===== src/rtl/serial_adder_ctrl.sv =====
// Bit-serial adder: one shared full_adder cell adds two WIDTH-bit operands plus carry-in, LSB first, one bit per clock.
// Start is taken only in IDLE; busy for WIDTH cycles, then a one-cycle done; start during RUN/DONE is dropped, not queued.

module full_adder (
  input  logic a,
  input  logic b,
  input  logic cin,
  output logic sum,
  output logic cout
);

  assign sum  = a ^ b ^ cin;
  assign cout = (a & b) | (a & cin) | (b & cin);

endmodule

module serial_adder_ctrl #(
  parameter int WIDTH = 8
) (
  input  logic             clk,
  input  logic             rst,
  input  logic             start,
  input  logic [WIDTH-1:0] a,
  input  logic [WIDTH-1:0] b,
  input  logic             cin,
  output logic             busy,
  output logic             done,
  output logic [WIDTH-1:0] sum,
  output logic             cout
);

  localparam int CNT_W = $clog2(WIDTH);

  typedef enum logic [1:0] {
    IDLE = 2'd0,
    RUN  = 2'd1,
    DONE = 2'd2
  } state_t;

  state_t state;
  state_t state_nxt;

  logic [WIDTH-1:0] a_sh;
  logic [WIDTH-1:0] b_sh;
  // Holds the WIDTH-1 bits already produced; the final bit comes straight from the cell.
  logic [WIDTH-2:0] sum_sh;
  logic             carry;
  logic [CNT_W-1:0] cnt;

  logic             load;
  logic             step;
  logic             last;
  logic             fa_sum;
  logic             fa_cout;
  logic [WIDTH-1:0] sum_nxt;

  full_adder u_fa (
    .a    (a_sh[0]),
    .b    (b_sh[0]),
    .cin  (carry),
    .sum  (fa_sum),
    .cout (fa_cout)
  );

  assign last    = (cnt == CNT_W'(WIDTH - 1));
  assign sum_nxt = {fa_sum, sum_sh};

  always_ff @(posedge clk or posedge rst) begin
    if (rst) begin
      state <= IDLE;
    end else begin
      state <= state_nxt;
    end
  end

  always_comb begin
    state_nxt = state;
    load      = 1'b0;
    step      = 1'b0;
    case (state)
      IDLE: begin
        if (start) begin
          state_nxt = RUN;
          load      = 1'b1;
        end
      end
      RUN: begin
        step = 1'b1;
        if (last) begin
          state_nxt = DONE;
        end
      end
      DONE: begin
        state_nxt = IDLE;
      end
      default: begin
        state_nxt = IDLE;
      end
    endcase
  end

  assign busy = (state == RUN);
  assign done = (state == DONE);

  always_ff @(posedge clk or posedge rst) begin
    if (rst) begin
      a_sh   <= '0;
      b_sh   <= '0;
      sum_sh <= '0;
      carry  <= 1'b0;
      cnt    <= '0;
    end else if (load) begin
      a_sh   <= a;
      b_sh   <= b;
      carry  <= cin;
      cnt    <= '0;
    end else if (step) begin
      a_sh   <= {1'b0, a_sh[WIDTH-1:1]};
      b_sh   <= {1'b0, b_sh[WIDTH-1:1]};
      sum_sh <= sum_nxt[WIDTH-1:1];
      carry  <= fa_cout;
      cnt    <= cnt + 1'b1;
    end
  end

  // Result registers move only on the last-bit edge so they stay stable through the next op.
  always_ff @(posedge clk or posedge rst) begin
    if (rst) begin
      sum  <= '0;
      cout <= 1'b0;
    end else if (step && last) begin
      sum  <= sum_nxt;
      cout <= fa_cout;
    end
  end

endmodule


===== config.mk =====
export PLATFORM = sky130hd
export DESIGN_NAME = serial_adder_ctrl
export DESIGN_NICKNAME = d
export VERILOG_FILES = /design/src/rtl/serial_adder_ctrl.sv
export SDC_FILE = /design/constraint.sdc
export NUM_CORES = 1
export LEC_CHECK = 0
export CAP_MARGIN = 10
export CORE_ASPECT_RATIO = 0.7
export CORE_MARGIN = 3
export CORE_UTILIZATION = 56
export CTS_CLUSTER_DIAMETER = 80
export DETAILED_ROUTE_END_ITERATION = 12
export PLACE_DENSITY_LB_ADDON = 0.2
export SLEW_MARGIN = 10
export SYNTH_ARGS = -nofsm -noshare
export SYNTH_HDL_FRONTEND = slang
export SYNTH_SLANG_ARGS = --single-unit

===== constraint.sdc =====
create_clock -name clk -period 5.1 [get_ports clk]
set_clock_uncertainty 0.15 [all_clocks]
set_input_delay 0.51 -clock clk [delete_from_list [all_inputs] [get_ports clk]]
set_output_delay 0.51 -clock clk [all_outputs]
set_load 0.03 [all_outputs]

==> flow_summary.json <==
{
  "slew_viol_final": 0,
  "drive_gt1_frac": 0.1657,
  "top_layer": "met4",
  "ant_nets": 0,
  "status": "finished clean",
  "place_hpwl_mm": 2.277,
  "worst_pin_slew_ps": 835.4,
  "drt-vias-per-instance": 5.701,
  "gp_congestion": 0.7345,
  "fin_tns_setup_ps": 0,
  "power_frac_comb": 0.417,
  "grt_max_degree": 39,
  "intPower_uw": 846.8,
  "ff2ff_setup_slack_ps": 3070,
  "vias": 1203,
  "cp-start-kind": "flop",
  "wl_met1_mm": 1.570,
  "cts_buffers": 5,
  "end_kind": "output pin",
  "first_global_vias": 1228,
  "clk_pin_slew_ps": 70,
  "synth_top_area_frac": 0.5307,
  "io_pins": 31,
  "rsz0062_at_grt": "no",
  "fin_util": 0.7384,
  "leakage_nw": 0.9411,
  "synth.cell_area_um2": 1792,
  "drv_cap": 0,
  "powerDensity_nw_per_um2": 608.9,
  "synth_seq_area_share": 0.5307,
  "cts_resized": 0,
  "clock_path_buffers": 2,
  "clkSinkCount": 38,
  "start_util": 0.6130,
  "drt_iter0_drc": 73,
  "met3WireLength_um": 156,
  "peakVddDrop_mv": 0.3198,
  "wl_per_cell_um": 15.51,
  "dieArea_um2": 3925,
  "die_y_um": 53.33,
  "layout_min_cycle_time_ps": 2930,
  "synthCells": 146,
  "layout.nets": 197,
  "grt_antenna_before_repair": 0,
  "design_area_um2": 2158,
  "net-switching-power_uw": 467.4,
  "clkLatencyLatePin_ps": 290,
  "path_max_fanout": 24,
  "core_area_um2": 2923,
  "switching_share": 0.3557,
  "period_share": 0.5746,
  "worstPathRequired_ps": 4440,
  "avgSynthCellArea_um2": 12.27,
  "post_cts_buffers": 0,
  "area_growth_pct": 20.46,
  "drt-pass1-iter-count": 4,
  "htree_levels": 2,
  "wl_met2_mm": 1.483,
  "num_rows": 16,
  "grt_use_total": 0.1959,
  "hold_viol_final": 0,
  "fmax_mhz": 341.3,
  "port_buffers": 30,
  "p_seq_frac": 0.423,
  "synth_seq_cells": 38,
  "synth_fp_nets": 169,
  "setup_viol": 0,
  "diodes": 0,
  "dpl_cell_area_um2": 2067,
  "crit_arrival_ps": 2270,
  "ys_warn_count": 0,
  "grt_pass1_wl_mm": 5.644,
  "pwr-share-clk": 0.159,
  "drc": 0,
  "yosys.cell_types.count": 22,
  "cts_tree": "built",
  "hp-class": "flop to flop",
  "relSlewSlack": 0.4431,
  "routed_wl_mm": 3.272,
  "synth_area_leaders": "dfrtp_1 (53%), mux2_2 (11%), a221oi_1 (6.4%)",
  "cts_hold_buf": 0,
  "power_mw": 1.314,
  "yosysTopAreaCell": "dfrtp_1",
  "crit_type": "flop to output pin",
  "root_buffer": "clkbuf_8",
  "overflow": 0,
  "die_width_um": 73.61
}
==> cells in the mapped netlist <==
| library cell | count |
|---|---|
| a221oi_1 | 13 |
| a222oi_1 | 2 |
| a22o_1 | 2 |
| buf_2 | 2 |
| buf_6 | 5 |
| clkbuf_1 | 3 |
| dfrtp_1 | 38 |
| fa_1 | 1 |
| ha_1 | 2 |
| inv_1 | 19 |
| mux2_2 | 17 |
| nand2_1 | 2 |
| nand3b_1 | 1 |
| nor2_1 | 4 |
| nor2_2 | 1 |
| nor2b_1 | 14 |
| nor2b_4 | 1 |
| nor3b_1 | 13 |
| o21ba_2 | 1 |
| o21bai_4 | 1 |
| o311ai_0 | 2 |
| or4bb_1 | 2 |
==> critical path: stages (launching register included) <==
cell and delay (ps):
dfrtp_1 770, nor2b_4 470, clkdlybuf4s50_1 740
==> per-stage QoR <==
step	setup slack, ps	hold slack (ps)	instances
finish	2170	357.7	211
global route	2011	367.2	211
CTS	2150	359.4	211
detailed placement	2469	343.3	203
global placement	2531	332.9	203
floorplan	3238	318.7	146
==> routing by layer <==
| metal | track usage | vias to the layer above |
|---|---|---|
| li1 | - | 568 |
| met4 | 0.08133 | 0 |
| met3 | 0.05123 | 9 |
| met5 | 0 | - |
| met2 | 0.3103 | 39 |
| met1 | 0.2545 | 587 |
==> state kept, by name (all words and copies together), names as in the netlist <==
| register | cells |
|---|---|
| cout | 1 |
| sum_sh | 7 |
| sum | 8 |
| a_sh | 8 |
| b_sh | 8 |
| carry | 1 |
| cnt | 3 |
| state | 2 |
==> cell families (layout without fill, tap and decap cells) <==
family	count (synthesis)	count (layout)	share of synthesized area
DFF	38	38	0.5307
and+or+nand+nor	38	38	0.1439
buffers and inverters	29	58	0.08310
AOI/OAI and AO/OA	21	21	0.1103
muxes	17	17	0.1068
adders and majority gates	3	3	0.02514
==> area by class of cell <==
class | count | area (µm²)
clock buffers | 7 | 86.33
clock inverters | 1 | 5.005
fillers | 201 | 764.5
inverters | 19 | 71.32
multi-input cells | 79 | 691.9
flip-flops and latches | 38 | 950.9
well taps | 36 | 45.04
repair buffers | 31 | 307.8
==> power by group through the flow <==
stage	Clock (mW)	Combinational (mW)	Sequential, mW
2_1_floorplan	0	0.377	0.589
3_3_place_gp	0	0.533	0.551
3_5_place_dp	0	0.555	0.561
4_1_cts	0.213	0.557	0.556
5_1_grt	0.229	0.602	0.579
6_report	0.209	0.549	0.556
==> path summary, 6_finish.rpt <==
path | from | endpoint | cells past startpoint
setup / recovery | state[0]$_DFFE_PP0P_ | busy | 2
min in group asynchronous | rst | a_sh[0]$_DFFE_PP0P_ | 3
hold reg to reg | sum[1]$_DFFE_PP0P_ | sum[1]$_DFFE_PP0P_ | 1
max in group asynchronous | rst | a_sh[5]$_DFFE_PP0P_ | 3
setup reg to reg | state[1]$_DFFE_PP0P_ | sum[2]$_DFFE_PP0P_ | 2
hold / removal | sum[1]$_DFFE_PP0P_ | sum[1]$_DFFE_PP0P_ | 1
==> cells in the final DEF (no fill, tap or decap), drive strengths merged, types with 5 or more instances in the layout <==
cell,n
dfrtp,38
clkdlybuf4s50,30
inv,19
mux2,17
nor2b,15
nor3b,13
a221oi,13
clkbuf,7
nor2,5
Note: power is estimated with default switching activity, not from simulation.
